<file path="src/rtl/des128_pkg.sv">
// Shared widths, defaults and FSM encoding for the DES128 Feistel cores.
package des128_pkg;
  localparam int BLOCK_W    = 128;
  localparam int HALF_W     = 64;
  localparam int DEF_ROUNDS = 16;
  localparam int DEF_KEY_W  = 96;
  localparam int DEF_IDX_W  = $clog2(DEF_ROUNDS);

  typedef enum logic [1:0] {
    S_IDLE  = 2'd0,
    S_ROUND = 2'd1,
    S_DONE  = 2'd2
  } state_e;

  localparam logic [1:0] ST_IDLE  = 2'(S_IDLE);
  localparam logic [1:0] ST_ROUND = 2'(S_ROUND);
  localparam logic [1:0] ST_DONE  = 2'(S_DONE);

  typedef logic [DEF_IDX_W-1:0] key_idx_t;
endpackage

</file>
<file path="src/rtl/des128_f_func.sv">
// Round function: rotate (R ^ K.lo) by K[69:64], then add the
// replicated upper key word.
module des128_f_func
  import des128_pkg::*;
#(
  parameter int KEY_W = DEF_KEY_W
) (
  input  logic [HALF_W-1:0] i_r,
  input  logic [KEY_W-1:0]  i_k,
  output logic [HALF_W-1:0] o_f
);
  logic [HALF_W-1:0]   w_x;
  logic [5:0]          w_sh;
  logic [2*HALF_W-1:0] w_dbl;
  logic [31:0]         w_hi;

  assign w_x   = i_r ^ i_k[HALF_W-1:0];
  assign w_sh  = i_k[69:64];
  // upper half of the doubled word is a left rotate
  assign w_dbl = {w_x, w_x} << w_sh;
  assign w_hi  = i_k[95:64];
  assign o_f   = w_dbl[2*HALF_W-1:HALF_W]
               + {w_hi, w_hi};
endmodule

</file>
<file path="src/rtl/des128_decrypt_core.sv">
// Iterative Feistel decryption core, one round per clock.
// DES128_DIR_SEL_EN adds a dir port selecting forward key order.
module des128_decrypt_core
  import des128_pkg::*;
#(
  parameter int ROUNDS = DEF_ROUNDS,
  parameter int KEY_W  = DEF_KEY_W
) (
  input  logic                      clk,
  input  logic                      rst_n,
  input  logic                      in_valid,
  output logic                      in_ready,
  input  logic [BLOCK_W-1:0]        in_block,
  output logic                      key_rd,
  output logic [$clog2(ROUNDS)-1:0] key_idx,
  input  logic [KEY_W-1:0]          round_key,
  output logic                      out_valid,
  input  logic                      out_ready,
  output logic [BLOCK_W-1:0]        out_block,
  output logic                      busy
`ifdef DES128_DIR_SEL_EN
  ,
  input  logic                      dir
`endif
);
  localparam int IDX_W = $clog2(ROUNDS);
  localparam logic [IDX_W-1:0] LAST =
    IDX_W'(ROUNDS - 1);

  logic [1:0]        r_state;
  logic [HALF_W-1:0] r_l;
  logic [HALF_W-1:0] r_r;
  logic [IDX_W-1:0]  r_cnt;

  logic              w_accept;
  logic              w_last;
  logic              w_round;
  logic              w_enc_acc;
  logic              w_enc_run;
  logic [HALF_W-1:0] w_f;

`ifdef DES128_DIR_SEL_EN
  logic r_dir;

  always_ff @(posedge clk or negedge rst_n) begin
    if (!rst_n) begin
      r_dir <= 1'b0;
    end else if (w_accept) begin
      r_dir <= dir;
    end
  end

  assign w_enc_acc = dir;
  assign w_enc_run = r_dir;
`else
  assign w_enc_acc = 1'b0;
  assign w_enc_run = 1'b0;
`endif

  assign in_ready  = rst_n & (r_state == ST_IDLE);
  assign w_accept  = in_valid & in_ready;
  assign w_round   = (r_state == ST_ROUND);
  assign w_last    = (r_cnt == LAST);
  assign out_valid = (r_state == ST_DONE);
  assign busy      = (r_state != ST_IDLE);
  assign out_block = out_valid ? {r_r, r_l}
                               : '0;

  des128_f_func #(
    .KEY_W (KEY_W)
  ) u_f (
    .i_r (r_r),
    .i_k (round_key),
    .o_f (w_f)
  );

  // request the key one cycle ahead of the round that uses it
  always_comb begin
    key_rd  = 1'b0;
    key_idx = '0;
    unique case (1'b1)
      w_accept: begin
        key_rd  = 1'b1;
        key_idx = w_enc_acc ? '0 : LAST;
      end
      (w_round && !w_last): begin
        key_rd  = 1'b1;
        key_idx = w_enc_run
                ? r_cnt + 1'b1
                : LAST - 1'b1 - r_cnt;
      end
      default: ;
    endcase
  end

  always_ff @(posedge clk or negedge rst_n) begin
    if (!rst_n) begin
      r_state <= ST_IDLE;
      r_l     <= '0;
      r_r     <= '0;
      r_cnt   <= '0;
    end else begin
      unique case (1'b1)
        (r_state == ST_IDLE): begin
          if (w_accept) begin
            r_l     <= in_block[BLOCK_W-1:HALF_W];
            r_r     <= in_block[HALF_W-1:0];
            r_cnt   <= '0;
            r_state <= ST_ROUND;
          end
        end
        (r_state == ST_ROUND): begin
          r_l   <= r_r;
          r_r   <= r_l ^ w_f;
          r_cnt <= r_cnt + 1'b1;
          if (w_last) begin
            r_state <= ST_DONE;
          end
        end
        (r_state == ST_DONE): begin
          if (out_ready) begin
            r_state <= ST_IDLE;
          end
        end
        default: r_state <= ST_IDLE;
      endcase
    end
  end
endmodule

</file>
<file path="config.mk">
export PLATFORM = sky130hd
export DESIGN_NAME = des128_decrypt_core
export DESIGN_NICKNAME = d
export VERILOG_FILES = /design/src/rtl/des128_pkg.sv /design/src/rtl/des128_f_func.sv /design/src/rtl/des128_decrypt_core.sv
export SDC_FILE = /design/constraint.sdc
export NUM_CORES = 1
export LEC_CHECK = 0
export BUFFER_PORTS_ARGS = -buffer_cell sky130_fd_sc_hd__buf_2
export CORE_MARGIN = 10
export CORE_UTILIZATION = 57
export DETAILED_ROUTE_END_ITERATION = 8
export GPL_TIMING_DRIVEN = 0
export PLACE_DENSITY = 0.87
export SYNTH_ARGS = -nofsm -noshare
export SYNTH_HDL_FRONTEND = slang
export SYNTH_SLANG_ARGS = --single-unit
export TNS_END_PERCENT = 10
</file>
<file path="constraint.sdc">
create_clock -name clk -period 5.2 [get_ports clk]
set_input_delay 1.04 -clock clk [delete_from_list [all_inputs] [get_ports clk]]
set_output_delay 1.04 -clock clk [all_outputs]
set_load 0.1 [all_outputs]
</file>
* Word-level counts from Yosys, hierarchy flattened
Index checks and enable logic that the tools add are counted.
Operators by class: equal/unequal tests 6, mux-type cells 13, add/sub/neg operators 3, reduce and logical (&&, ||, !) cells 8, shift-type cells 1, bitwise gates (word level) 4
Operators by type and width (count):
- one-hot mux 64 bit (2 select lines) | 2
- 2-to-1 mux 128 bit | 1
- 2-to-1 mux 64 bit | 2
- left shift 128 x 6 -> 128 bit | 1
- XOR 64 bit | 2
- adder 64 bit | 1
- one-hot mux 4 bit (2 select lines) | 2
- 2-to-1 mux 2 bit | 3
- one-hot mux 2 bit (3 select lines) | 1
- adder 4 x 1 -> 4 bit (second input constant) | 1
- == test 4 bit (second input constant) | 1
- 2-to-1 mux 4 bit | 1
- inequality test 2 bit (second input constant) | 2
- nonzero test 2 bit | 2
- subtractor 4 bit (first input constant) | 1
- AND reduction 3 bit | 1
- bitwise AND 1 bit | 2
- == test 2 x 1 -> 1 bit (second input constant) | 1
- == test 2 bit (second input constant) | 1
- zero test 2 bit | 1
- inequality test 2 x 1 -> 1 bit (second input constant) | 1
- AND reduction 2 bit | 1
- OR reduction 2 bit | 1
- logical AND 1 bit | 1
- 2 further kinds | 2
Word-level totals: output and inout port bits 136, flip-flop bits (word level) 134, word-level logic and storage cells 39

* Longest topological paths before layout
word-level depth 5, depth in mapped cells 29, mapped depth without buffers 25

* Modules after synthesis
Synthesis repeated with hierarchy kept, for this count alone.
Unflattened totals: cells, all modules 2223, area total of the unflattened synthesis 16942.5 um^2
Modules (own cells, without submodules):
- des128_f_func | cells each 1276, sequential area each 0.0 um^2, area an instance 9300.2 um^2, instances 1
- des128_decrypt_core | cells each 947, sequential area each 3353.2 um^2, area an instance 7642.3 um^2, instances 1

* Worst setup path after synthesis
OpenSTA, ideal clock, no wires.
kind input port to flip-flop, from input round_key[64], to register r_r[59], stages on the path 25, data arrival time 6.093 ns, library setup time 0.137 ns, required time 5.063 ns, path slack -1.030 ns, cells stage by stage buf_2 inv_2 buf_6 buf_2 clkbuf_1 buf_1 mux2i_1 nand2_1 o21ai_0 o21ai_0 mux2i_1 mux4_2 ha_1 a21oi_1 o21ai_0 a21o_1 a211o_1 a21o_1 a211o_1 a31o_4 a31o_4 a21oi_2 o21ai_1 xnor2_1 a21oi_1
On the way: cells in the longest elaborated chain, start to end 4
Ends and longest elaborated chain:
- start, declared | line des128_decrypt_core.sv:16 | input logic [KEY_W-1:0] round_key,
- left shift 128 x 6 -> 128 bit | line des128_f_func.sv:20 | assign w_dbl = {w_x, w_x} << w_sh;
- adder 64 bit (*) | line des128_f_func.sv:23 | + {w_hi, w_hi};
- XOR 64 bit (*) | line des128_decrypt_core.sv:114 | r_r <= r_l ^ w_f;
- one-hot mux 64 bit (2 select lines) (*) | line des128_decrypt_core.sv:103 | unique case (1'b1)
- end signal, assigned | line des128_decrypt_core.sv:107 | r_r <= in_block[HALF_W-1:0];
- end signal, assigned | line des128_decrypt_core.sv:114
- end, declared | line des128_decrypt_core.sv:32 | logic [HALF_W-1:0] r_r;
Every way passes the cells marked *; elsewhere a longest branch is shown, timed or not. A chain may end at the register's enable or synchronous reset.

* Final worst setup path
from input round_key[65], to register r_r[59]
The elaborated chain is that of the path after synthesis.

==> summary.txt <==
Run status
  • Status: finished with violations
  • Failing checks: setup timing

Power
  • Final Power: 13.7 mW
  • Sw Share: a little under three fifths
  • NetSw: 7.57 mW
  • Internal power: 6.09 mW
  • P per Cell Area: between 600 and 700 mW/mm2
  • Sequential share of power: 18.3%
  • P_leak: 9.81 nW
  • Logic pwr share: 72.8%
  • Maximum vdd drop: 0.000694 V
  • Share of power burned in the clock network: 8.9%

Timing
  • Post-route setup slack: -450 ps
  • Crit share post-route: 109%
  • Max Slew Vio Count: 0
  • Setup TNS: -14480 ps
  • Fin crit period: 5650 ps
  • Hold WS: 543 ps
  • Final hold violations: 0
  • Worst Clk Skew: 12.8 ps
  • Worst Tran Pin Value: 1360 ps
  • Finish-stage setup viols: 54
  • Fmax: around 0.18 GHz
  • RSZ-0062 raised after global routing: true
  • Slew headroom: 9.29%

Routing
  • Starting DRT DRC Count: 3020
  • Drt via density: ~7
  • DRC: 0
  • Mean routed wirelength per cell: 28.6 um
  • Detailed Route WL: 85700 um
  • Via Count: 20600
  • Final antenna-violating net count: 0
  • Drt first pass iters: 8

Hold path
  • Worst min path class: input port to asynchronous set/reset pin

Global routing
  • Vias in the first global route: 19800
  • First-pass GRT wire length: 122000 um
  • Total gr overflow: 0
  • Total Routing Usage GR: 44.8%
  • Largest net degree at the start of global routing: 78
  • Initial antenna violation count: 2

Clock network
  • Num Clock Sinks: 134
  • Clock slew at reported path FFs: ~70 ps
  • Root buf cell: clkbuf_16
  • Post-CTS Hold Buffers: 0
  • CTS H-tree depth: 4
  • CTS tree: yes
  • Skew-Pair Late Insertion Delay: 470 ps
  • Maximum root-to-sink buffer count: 2
  • Num CTS Buffers: 17

Finish
  • Nets: 2898
  • Share of cells above drive strength 1: 31.3%
  • Area delta synth->final: 30.9%

Logic synthesis
  • Ys flop type: dfrtp_1
  • Top post-synthesis cells by area: dfrtp_1, nand2_1, mux4_2, xnor2_1, nor2_1
  • Sequential cell area fraction in the yosys report: between 20 and 25%
  • Avg Cell Area, Syn: 7.55 um2
  • Synth async-reset ratio: 100%
  • Yosys warning total: 0
  • Cell variety after synth: 72
  • Synth Instances: approximately 2200
  • EDFF count, synth: 0
  • Top-count cell post-synth: nand2_1
  • Top cells by count, synth: nand2_1, nor2_1, o21ai_0, xnor2_1
  • Synth Register Bits: 134
  • Yosys top cell area share: 20.6%
  • Netlist Area Pre-Place: 0.0163 mm2
  • Syn_nets: between 2000 and 2500
  • Yosys top cell by area: dfrtp_1

Worst setup path
  • R2R Path Start: r_r[38]$_DFFE_PN0P_
  • Worst setup path category: input port to register
  • Worst endpoint required time: between 5000 and 6000 ps
  • Worst reg2reg path depth: 21
  • Critical R2R Capture: r_r[59]$_DFFE_PN0P_
  • Critical path arrival: between 5000 and 6000 ps
  • CP max stage cell: mux4_2
  • Slowest stage delay, CP: ~540 ps
  • Internal reg-to-reg setup slack: -200 ps
  • Cell Chain, Critical Path: buf_4, clkbuf_8, clkbuf_4, buf_4, clkbuf_4, nor2_1, a21oi_1, o21ai_1, mux4_2, ha_2, nand2_1, o21ai_1, a21o_1, a211o_1, a21o_1, a211o_1, a31o_4, a31o_4, a21oi_4, o21ai_2, xnor2_1, a21oi_1
  • Worst setup EP type: register
  • Crit Path Max Fanout: 10
  • Worst Setup SP: round_key[65]
  • Worst Setup Start Kind: input port

Floorplan
  • Core area: between 0.02 and 0.03 mm2
  • Die Height: 189 um
  • I/O pin cnt: 364
  • Initial Util: 58.2%
  • Row count: 61
  • Die Area: 0.0357 mm2
  • Die width: ~190 um

Placed design
  • Dpl hpwl: 65700 um
  • Final Wtd Congestion: 1.12
  • I/O Buffers: about 360
  • Setup WS pre-CTS: -2250 ps

Job
  • Max Cap Viol: 0
## what timing repair did
action | in CTS | in global routing
cloned | 1 | 0
endpoints found under the hold margin | 0 | 0
pin swaps | 66 | 59
setup endpoints to repair | 61 | 61
setup buffers | 53 | 18
gates resized for setup | 291 | 110
## final cells by class
type	count	area [um2]
well taps	378	473
flip-flops and latches	134	3350
diodes	2	5.00
repair buffers	436	2490
multi-input cells	1834	13500
plain buffers	148	807
clock buffers	17	425
fillers	2056	6650
inverters	29	123
clock inverters	15	138
## worst max-delay path by stage
stage | to | slack, ps
6_report | r_r[59]$_DFFE_PN0P_ | -450
5_1_grt | r_r[63]$_DFFE_PN0P_ | -490
4_1_cts | r_r[60]$_DFFE_PN0P_ | -300
3_5_place_dp | r_r[60]$_DFFE_PN0P_ | -2250
3_3_place_gp | r_r[56]$_DFFE_PN0P_ | -2290
2_1_floorplan | r_r[63]$_DFFE_PN0P_ | -80
## placed cells by master, fill, tap and decap left out, types with 23 or more instances in the layout
cell type / count
a21o_1: 72
a21oi_1: 90
a21oi_2: 33
a31oi_1: 78
and2_1: 134
and3_1: 23
buf_2: 363
buf_4: 74
clkbuf_1: 88
dfrtp_1: 134
ha_1: 50
mux2i_1: 42
mux2i_2: 27
mux4_2: 60
nand2_1: 365
nand4_1: 23
nor2_1: 229
o21ai_0: 64
o21ai_1: 35
o21ai_2: 43
o22ai_1: 39
xnor2_1: 128
xor2_1: 49
## through the flow
stage	instances	instance area [um2]	utilization [%]
final	2993	21300	76.2
after CTS	2975	20700	74.2
after global routing	2993	21300	76.2
after global placement	2896	18700	67.1
after detailed placement	2897	18800	67.2
after floorplan	2155	16500	-
## registers in the layout, indices dropped and copies added, names as in the netlist
register  count
r_cnt         4
r_r          64
r_state       2
r_l          64
## kinds of logic (layout without fill, tap and decap cells)
group | Yosys count | after routing | share of synthesized area [%]
simple gates | 855 | 855 | 23.4
mux | 161 | 161 | 14.7
compound gates | 559 | 559 | 21.3
other cells | 0 | 2 | 0
fa+ha+maj | 70 | 70 | 5.43
buf+inv | 187 | 645 | 4.41
flops | 134 | 134 | 20.6
xor+xnor | 189 | 189 | 10.2
## per-layer routing
metal / global-route usage, % / part of all wire (%) / up-vias
met1: 52.6 / 34 / 9678
met3: 17.1 / 15 / 480
li1: - / - / 8518
met4: 30.6 / 7.9 / 0
met5: 0 / 0 / -
met2: 66.8 / 43 / 1876
## worst max-delay path, delay by kind of cell
| family | cells | cell delay (ps) |
|---|---|---|
| buffers and inverters | 5 | 1120 |
| AND/OR/NAND/NOR | 2 | 190 |
| adder cells (fa/ha/maj) | 1 | 350 |
| XOR/XNOR | 1 | 150 |
| multiplexers | 1 | 540 |
| AO/OA/AOI/OAI | 12 | 2570 |
## power by group through the flow
stage / Sequential [mW] / Combinational [mW] / Clock [mW]
2_1_floorplan: 2.06 / 6.00 / 0
3_3_place_gp: 2.37 / 8.02 / 0
3_5_place_dp: 2.39 / 8.24 / 0
4_1_cts: 2.39 / 9.08 / 1.20
5_1_grt: 2.50 / 10.4 / 1.25
6_report: 2.50 / 9.94 / 1.22
Power figures use the tool's default switching activity.
